===== config.mk =====
export PLATFORM = sky130hd
export DESIGN_NAME = pipeline_hazard_ctrl
export DESIGN_NICKNAME = d
export VERILOG_FILES = /design/src/rtl/pipeline_hazard_ctrl_pkg.sv /design/src/rtl/pipeline_hazard_ctrl_div_counter.sv /design/src/rtl/pipeline_hazard_ctrl.sv
export SDC_FILE = /design/constraint.sdc
export NUM_CORES = 1
export LEC_CHECK = 0
export CAP_MARGIN = 10
export CORE_MARGIN = 2
export CORE_UTILIZATION = 35
export CTS_CLUSTER_DIAMETER = 30
export DETAILED_ROUTE_END_ITERATION = 8
export PLACE_DENSITY = 0.68
export SLEW_MARGIN = 25
export SYNTH_ARGS = -nofsm -noshare
export SYNTH_HDL_FRONTEND = slang
export SYNTH_SLANG_ARGS = --single-unit

===== constraint.sdc =====
create_clock -name clk -period 1.9 [get_ports clk]
set_input_delay 0.285 -clock clk [delete_from_list [all_inputs] [get_ports clk]]
set_output_delay 0.285 -clock clk [all_outputs]
set_load 0.1 [all_outputs]

===== src/rtl/pipeline_hazard_ctrl_pkg.sv =====
// Shared hazard-control types and constants.
//   HzState_t          : sequencer state encoding (also exported on HZ_State)
//   StageCtrl_t        : per-stage register control pair (write-enable, bubble)
//   DIV_CYCLES_DEFAULT : default EXE occupancy of a divide, start cycle included
package pipeline_hazard_ctrl_pkg;

  localparam int unsigned CNT_W              = 6;
  localparam int unsigned DIV_CYCLES_DEFAULT = 36;

  typedef enum logic [1:0] {
    HZ_RUN = 2'd0,
    HZ_DIV = 2'd1,
    HZ_MEM = 2'd2
  } HzState_t;

  typedef struct packed {
    logic Wr;
    logic Flush;
  } StageCtrl_t;

endpackage


===== src/rtl/pipeline_hazard_ctrl_div_counter.sv =====
// Divider occupancy counter: load / decrement / freeze / clear.
//   clk, resetn : clock, synchronous active-low reset
//   clr         : force count to zero (highest priority)
//   load        : load load_val
//   dec         : decrement by one
//   cnt         : current count
//   cnt_is_one  : count equals one (last divide cycle)
module hazard_div_counter
  import pipeline_hazard_ctrl_pkg::*;
(
  input  logic             clk,
  input  logic             resetn,
  input  logic             clr,
  input  logic             load,
  input  logic [CNT_W-1:0] load_val,
  input  logic             dec,
  output logic [CNT_W-1:0] cnt,
  output logic             cnt_is_one
);

  logic [CNT_W-1:0] cnt_q;
  logic [CNT_W-1:0] cnt_d;

  // Next count; holding none of the controls freezes the value.
  always_comb begin
    cnt_d = cnt_q;
    if (clr) begin
      cnt_d = '0;
    end else if (load) begin
      cnt_d = load_val;
    end else if (dec) begin
      cnt_d = cnt_q - CNT_W'(1);
    end
  end

  always_ff @(posedge clk) begin
    if (!resetn) begin
      cnt_q <= '0;
    end else begin
      cnt_q <= cnt_d;
    end
  end

  assign cnt        = cnt_q;
  assign cnt_is_one = (cnt_q == CNT_W'(1));

endmodule


===== src/rtl/pipeline_hazard_ctrl.sv =====
// Stall/flush sequencer for the 5-stage pipeline. Covers hazards that
// forwarding cannot: load-use bubbles, divider occupancy of EXE, D-cache
// miss freezes and exception flushes.
//   clk, resetn          : clock, synchronous active-low reset
//   ID_rs, ID_rt         : source registers of the instruction in ID
//   EXE_IsLoad, EXE_Dst  : load flag / destination of the instruction in EXE
//   EXE_DivStart         : EXE holds a divide (held high while it stays in EXE)
//   MEM_DReq, MEM_DReady : outstanding D-cache access / data valid
//   WB_Exception         : exception committed at WB
//   *_Wr                 : stage register enables (0 = hold)
//   *_Flush              : load a bubble into that stage register
//   DIV_ResultValid      : divider result may be taken this cycle
//   HZ_State             : current sequencer state
module pipeline_hazard_ctrl
  import pipeline_hazard_ctrl_pkg::*;
#(
  parameter int unsigned DIV_CYCLES = DIV_CYCLES_DEFAULT
) (
  input  logic       clk,
  input  logic       resetn,
  input  logic [4:0] ID_rs,
  input  logic [4:0] ID_rt,
  input  logic       EXE_IsLoad,
  input  logic [4:0] EXE_Dst,
  input  logic       EXE_DivStart,
  input  logic       MEM_DReq,
  input  logic       MEM_DReady,
  input  logic       WB_Exception,
  output logic       PC_Wr,
  output logic       IF_ID_Wr,
  output logic       ID_EXE_Wr,
  output logic       EXE_MEM_Wr,
  output logic       MEM_WB_Wr,
  output logic       IF_ID_Flush,
  output logic       ID_EXE_Flush,
  output logic       EXE_MEM_Flush,
  output logic       MEM_WB_Flush,
  output logic       DIV_ResultValid,
  output logic [1:0] HZ_State
);

  localparam logic [CNT_W-1:0] DIV_LOAD = CNT_W'(DIV_CYCLES - 1);

  HzState_t state_q, state_d;
  HzState_t ret_q, ret_d;
  HzState_t eff_state;

  StageCtrl_t if_id_c, id_exe_c, exe_mem_c, mem_wb_c;
  logic       pc_wr_c;
  logic       div_valid_c;

  logic             cnt_clr, cnt_load, cnt_dec;
  logic [CNT_W-1:0] div_cnt;
  logic             div_cnt_is_one;
  logic             miss;
  logic             load_use;

  hazard_div_counter u_div_counter (
    .clk        (clk),
    .resetn     (resetn),
    .clr        (cnt_clr),
    .load       (cnt_load),
    .load_val   (DIV_LOAD),
    .dec        (cnt_dec),
    .cnt        (div_cnt),
    .cnt_is_one (div_cnt_is_one)
  );

  // A pending miss freezes everything; in HZ_MEM only DReady releases it.
  assign miss = (state_q == HZ_MEM) ? !MEM_DReady : (MEM_DReq && !MEM_DReady);

  assign load_use = EXE_IsLoad && (EXE_Dst != 5'd0) &&
                    ((EXE_Dst == ID_rs) || (EXE_Dst == ID_rt));

  // Priority-ordered hazard resolution and next-state logic.
  always_comb begin
    pc_wr_c     = 1'b1;
    if_id_c     = '{Wr: 1'b1, Flush: 1'b0};
    id_exe_c    = '{Wr: 1'b1, Flush: 1'b0};
    exe_mem_c   = '{Wr: 1'b1, Flush: 1'b0};
    mem_wb_c    = '{Wr: 1'b1, Flush: 1'b0};
    div_valid_c = 1'b0;
    state_d     = state_q;
    ret_d       = ret_q;
    cnt_clr     = 1'b0;
    cnt_load    = 1'b0;
    cnt_dec     = 1'b0;
    // On release from HZ_MEM this cycle acts as the saved state would.
    eff_state   = (state_q == HZ_MEM) ? ret_q : state_q;

    if (!resetn) begin
      pc_wr_c   = 1'b0;
      if_id_c   = '{Wr: 1'b0, Flush: 1'b1};
      id_exe_c  = '{Wr: 1'b0, Flush: 1'b1};
      exe_mem_c = '{Wr: 1'b0, Flush: 1'b1};
      mem_wb_c  = '{Wr: 1'b0, Flush: 1'b1};
    end else if (WB_Exception) begin
      if_id_c.Flush   = 1'b1;
      id_exe_c.Flush  = 1'b1;
      exe_mem_c.Flush = 1'b1;
      mem_wb_c.Flush  = 1'b1;
      state_d         = HZ_RUN;
      ret_d           = HZ_RUN;
      cnt_clr         = 1'b1;
    end else if (miss) begin
      pc_wr_c        = 1'b0;
      if_id_c.Wr     = 1'b0;
      id_exe_c.Wr    = 1'b0;
      exe_mem_c.Wr   = 1'b0;
      mem_wb_c.Flush = 1'b1;
      if (state_q != HZ_MEM) begin
        ret_d = state_q;
      end
      state_d = HZ_MEM;
    end else begin
      state_d = eff_state;
      if (eff_state == HZ_DIV) begin
        // EXE_DivStart is ignored here so a held divide never retriggers.
        if (div_cnt > CNT_W'(1)) begin
          pc_wr_c         = 1'b0;
          if_id_c.Wr      = 1'b0;
          id_exe_c.Wr     = 1'b0;
          exe_mem_c.Flush = 1'b1;
          cnt_dec         = 1'b1;
        end else begin
          div_valid_c = div_cnt_is_one;
          state_d     = HZ_RUN;
          cnt_clr     = 1'b1;
        end
      end else if (EXE_DivStart) begin
        pc_wr_c         = 1'b0;
        if_id_c.Wr      = 1'b0;
        id_exe_c.Wr     = 1'b0;
        exe_mem_c.Flush = 1'b1;
        cnt_load        = 1'b1;
        state_d         = HZ_DIV;
      end else if (load_use) begin
        pc_wr_c        = 1'b0;
        if_id_c.Wr     = 1'b0;
        id_exe_c.Flush = 1'b1;
      end
    end
  end

  always_ff @(posedge clk) begin
    if (!resetn) begin
      state_q <= HZ_RUN;
      ret_q   <= HZ_RUN;
    end else begin
      state_q <= state_d;
      ret_q   <= ret_d;
    end
  end

  assign PC_Wr           = pc_wr_c;
  assign IF_ID_Wr        = if_id_c.Wr;
  assign ID_EXE_Wr       = id_exe_c.Wr;
  assign EXE_MEM_Wr      = exe_mem_c.Wr;
  assign MEM_WB_Wr       = mem_wb_c.Wr;
  assign IF_ID_Flush     = if_id_c.Flush;
  assign ID_EXE_Flush    = id_exe_c.Flush;
  assign EXE_MEM_Flush   = exe_mem_c.Flush;
  assign MEM_WB_Flush    = mem_wb_c.Flush;
  assign DIV_ResultValid = div_valid_c;
  assign HZ_State        = state_q;

endmodule

; Word-level counts from Yosys, hierarchy flattened
; Index checks and enable logic that the tools add are counted.
[classes]
n_addsub = 1
magnitude_cmp = 1
n_eq_ne = 6
muxes = 56
bitwise = 1
reduce_logical = 12
[ops]
columns = operator, count
row1 = 2-to-1 mux 1 bit, 46
row2 = 2-to-1 mux 2 bit, 8
row3 = 2-to-1 mux 6 bit, 2
row4 = == test 5 bit, 2
row5 = "== test 6 x 1 -> 1 bit, second input constant", 1
row6 = "greater-than comparator 6 x 1 -> 1 bit, second input constant", 1
row7 = OR reduction 3 bit, 2
row8 = "subtractor 6 x 1 -> 6 bit, second input constant", 1
row9 = nonzero test 5 bit, 1
row10 = OR reduction 2 bit, 2
row11 = logical AND 1 bit, 3
row12 = "== test 2 x 1 -> 1 bit, second input constant", 1
row13 = "== test 2 bit, second input constant", 1
row14 = "inequality test 2 bit, second input constant", 1
row15 = AND reduction 2 bit, 1
row16 = nonzero test 2 bit, 1
row17 = zero test 1 bit, 1
row18 = logical OR 1 bit, 1
row19 = inverter 1 bit, 1
[word_totals]
register_bits = 10
input_bits = 22
output_inout_bits = 12
elab_cells = 82

; Depth between registers and ports, before layout
[depth]
depth_word = 9
ltp_mapped = 7
depth_no_buf = 7

; By module
; A second synthesis with hierarchy kept.
[unflattened]
cells_unflattened = 103
hier_area_um2 = 829.5
[modules_own_cells]
columns = mod, n_inst, cells_each, area_each_um2, seq_area_each_um2
row1 = pipeline_hazard_ctrl, 1, 64, 485.5, 80.1
row2 = hazard_div_counter, 1, 39, 344.1, 120.1

; Worst setup path after synthesis
; Ideal clock, no wire load.
[synth_timing]
path_type = register to output
startpoint = reg state_q[0], in the netlist HZ_State[0]
endpoint = out DIV_ResultValid
t_arrival_ps = 5117
required_time_ps = 1615
setup_slack_ps = -3502
path_stages_with_launch = 5
path_buffers = 0
cell_sequence = dfxtp_1 nor2b_2 a211oi_2 inv_1 nor4_1
[synth_via]
elab_chain_cells = 7
word_cells_on_any_way = 8
classes_between = 2 x eq/ne / 6 x mux
[synth_lines]
columns = element, line_no
row1 = start: declaration, pipeline_hazard_ctrl.sv:44  ; HzState_t state_q, state_d;
row2 = start signal: assignment, pipeline_hazard_ctrl.sv:150  ; state_q <= state_d;
row3 = == test 2 bit, "pipeline_hazard_ctrl.sv:70, pipeline_hazard_ctrl.sv:89"
row4 = 2-to-1 mux 2 bit, pipeline_hazard_ctrl.sv:89  ; eff_state = (state_q == HZ_MEM) ? ret_q : state_q;
row5 = == test 2 x 1 -> 1 bit, pipeline_hazard_ctrl.sv:117  ; if (eff_state == HZ_DIV) begin
row6 = 2-to-1 mux 1 bit, pipeline_hazard_ctrl.sv:117
row7 = 2-to-1 mux 1 bit (*), pipeline_hazard_ctrl.sv:105  ; end else if (miss) begin
row8 = 2-to-1 mux 1 bit (*), pipeline_hazard_ctrl.sv:97  ; end else if (WB_Exception) begin
row9 = 2-to-1 mux 1 bit (*), pipeline_hazard_ctrl.sv:91  ; if (!resetn) begin
row10 = end: declaration, pipeline_hazard_ctrl.sv:38  ; output logic DIV_ResultValid,
; Every way passes the cells marked *; elsewhere a longest branch is shown, timed or not.

; Final worst setup path
[layout_timing]
startpoint = reg u_div_counter.cnt_q[2], in the netlist u_div_counter.cnt[2]
endpoint = out PC_Wr
[layout_via]
elab_chain_cells = 6
[layout_lines]
columns = element, line_no
row1 = start: declaration, pipeline_hazard_ctrl_div_counter.sv:21  ; logic [CNT_W-1:0] cnt_q;
row2 = start signal: assignment, pipeline_hazard_ctrl_div_counter.sv:40  ; cnt_q <= cnt_d;
row3 = greater-than comparator 6 x 1 -> 1 bit, pipeline_hazard_ctrl.sv:119  ; if (div_cnt > CNT_W'(1)) begin
row4 = 2-to-1 mux 1 bit, pipeline_hazard_ctrl.sv:119
row5 = 2-to-1 mux 1 bit, pipeline_hazard_ctrl.sv:117
row6 = 2-to-1 mux 1 bit, pipeline_hazard_ctrl.sv:105
row7 = 2-to-1 mux 1 bit, pipeline_hazard_ctrl.sv:97
row8 = 2-to-1 mux 1 bit, pipeline_hazard_ctrl.sv:91
row9 = end: declaration, pipeline_hazard_ctrl.sv:29  ; output logic PC_Wr,
; No other way between the ends.

==> summary.txt <==
Placed design
  – Routability cong.: around 0.84
  – Post-Place Cells: approximately 180
  – Final HPWL from detailed placement: 1992 um
  – Port bufs: 33

STA
  – Skew final: approximately 2.9 ps
  – Final Max Tran Viols: 0
  – Final critical-path required period: about 2000 ps
  – Measured slew at the worst slew-check pin: 322.6 ps
  – Fmax: around 490 MHz
  – Max_slew headroom: 0.7794
  – Final Hold Violating Endpoints: 0
  – Count of final setup violators: 6
  – PnR worst setup slack: -157.4 ps
  – Fin Hold WS: around 520 ps
  – Fin crit share: 1.083
  – Unrepaired setup endpoints after global routing: true

Die
  – Chip width: ~52 um
  – # IOs: 34
  – Core Footprint: 2212 um2
  – Initial Util: 0.3682
  – Die Y-Extent: roughly 52 um
  – Die area: 2729 um2
  – Row cnt: 17

CTS
  – Total CTS buffers: 3
  – Clock Root Buffer: clkbuf_4
  – Clock Sink Count: 10
  – Worst-path clk slew: about 70 ps
  – Worst-Skew Late Latency: between 200 and 300 ps
  – Cts hold-fix bufs: 0
  – Max Buffers Root-to-Sink: 2
  – CTS tree: yes
  – H-Tree Level Count: 1

Global routing
  – Grt ovf: 0
  – Tot GR Track Use: 0.2244
  – Largest net degree at the start of global routing: 7
  – Number of global-route vias before repair: ~1100
  – Antenna violations before repair: 0
  – First-pass GRT wire length: 4560 um

Yosys
  – Post-Synth Adder-Cell Area: 0.03072
  – Syn Inst Count: 100
  – Synth warn: 0
  – Synth Area in Simple Gates: 0.2750
  – Number of synthesized flops with an enable pin: 0
  – Post-synthesis cell type count: 38
  – Compound-cell area share of the yosys netlist: 0.2565
  – Dominant cells by area after synthesis: dfxtp_1 25%, xor2_1 11%, a21oi_1 4.9%
  – Mapped cell area: 814.5 um2
  – Top cell type by total area after synthesis: dfxtp_1
  – XOR/XNOR Fraction of Synth Area: 0.1290
  – Seq/Total Area, Yosys: 0.2458
  – Synth Area per Inst: about 8 um2
  – Ys flop type: dfxtp_1
  – Post-synth top area share: 0.2458
  – Post-synthesis net count: about 120
  – Yosys reg bits: 10
  – Async set-or-reset flop fraction in the synthesized netlist: 0
  – Multiplexer share of the synthesized area: 0.01229
  – Largest family of logic cells by synthesized area: simple AND/OR/NAND/NOR gates

Critical path
  – Critical path type: reg2out
  – Arrival time worst endpoint: roughly 1800 ps
  – CP startpoint kind: register
  – CP Capture Type: primary output
  – Worst-path fanout max: 3
  – CP required: 1620 ps

Routing
  – Post-DRT Antenna Nets: 0
  – Number of remaining DRC errors: 0
  – Routed WL: approximately 2800 um
  – First-pass detailed-route iteration total: 4
  – Drt via density: 5.194
  – DRT iter0 DRCs: 19
  – DR vias: between 1000 and 1500
  – WL per Instance: between 10 and 15 um

Run status
  – Failing checks: negative setup slack
  – Status: complete, but fails checks

Final layout
  – Post-Route Utilization: 0.7919
  – Most frequent cells in the layout: 33 x buf_4, 13 x dlygate4sd2_1, 10 x xor2_1, 10 x buf_12
  – Fin cells: ~200
  – Layout cells sized above 1: 0.5536
  – # diodes: 0
  – Area Overhead vs Synth: 115.1%
  – Commonest non-fill, non-tap cell in the layout: buf_4
  – Final nets: about 190

Power and ir drop
  – Leakage: between 0.0007 and 0.0008 uW
  – Overall power: between 700 and 800 uW
  – Max VDD drop: roughly 0.61 mV
  – P per Cell Area: 440.0 nW/um2

Min path
  – Hold WC Path Type: reg2reg

Run
  – Max cap viols: 0
-- Yosys cell counts (2+ instances only) --
master    instances
o21ai_1           2
or4_1             2
inv_1             7
o31ai_1           2
nand3_1           2
nor2_1            8
nor3_1            5
xnor2_1           2
nor2b_1           3
o21ai_0           5
xor2_1           10
nor4_1            2
nand2_2           2
a211oi_1          2
a21oi_1           8
nand4_1           2
dfxtp_1          10
nand2_1           2
a211oi_2          2
nand2b_1          2
buf_4             2
ha_1              2
-- worst max-delay path, stage by stage (launching register included) --
cell and delay (ps):
dfxtp_2 320, or3_4 410, a211oi_4 280, nor2_4 100, a21oi_4 200, buf_12 200
-- layer usage --
metal  share of wire  GRT usage  routed length, um
met5               0          0                  0
met1            0.39     0.2363               1094
met2            0.54     0.4367               1518
met3           0.065    0.06857                183
met4          0.0064    0.03846                 18
-- power by group --
| group | internal (uW) | switching [uW] | total (uW) |
|---|---|---|---|
| Combinational | 169 | 229 | 398 |
| Clock | 81.3 | 74.2 | 155 |
| Sequential | 211 | 6.35 | 218 |
-- final cells by class --
type / count / area (um2)
multi-input cells: 81 / 772.0
repair buffers: 66 / 664.4
fillers: 154 / 460.4
flip-flops and latches: 10 / 215.2
inverters: 7 / 38.79
well taps: 28 / 35.03
clock buffers: 4 / 26.28
-- stage by stage --
stage	TNS (ps)	setup WS [ps]	cell area, um2
after global routing	-1022	-220.8	1752
after global placement	-1281	-364.1	1550
final	-618.2	-157.4	1752
after floorplan	-4417	-1487	967.2
after detailed placement	-1361	-403.5	1550
after CTS	-623.9	-187.3	1728
-- timing repair --
item	in CTS	in global routing
resized for setup	52	3
endpoints found under the setup margin	7	8
buffers inserted	11	2
pin swaps	19	3
-- state kept, by name (all words and copies together), names as in the netlist --
signal             count
HZ_State               2
ret_q                  2
u_div_counter.cnt      6
-- kinds of logic after synthesis --
| kind of cell | after synthesis |
|---|---|
| and+or+nand+nor | 36 |
| buffers and inverters | 9 |
| xor gates and xnor gates | 12 |
| DFF | 10 |
| adders and majority gates | 2 |
| muxes | 1 |
| AOI/OAI and AO/OA | 30 |
-- path summary, 6_finish.rpt --
check / endpoint / startpoint / depth (start not counted) / slack, ps
setup / recovery: PC_Wr / u_div_counter.cnt[2] / 5 / -160
hold / removal: ret_q[1] / ret_q[1] / 2 / 520
setup reg to reg: u_div_counter.cnt[4] / u_div_counter.cnt[2] / 7 / 160
hold reg to reg: ret_q[1] / ret_q[1] / 2 / 520
No activity file was read; power rests on OpenSTA's default activity.
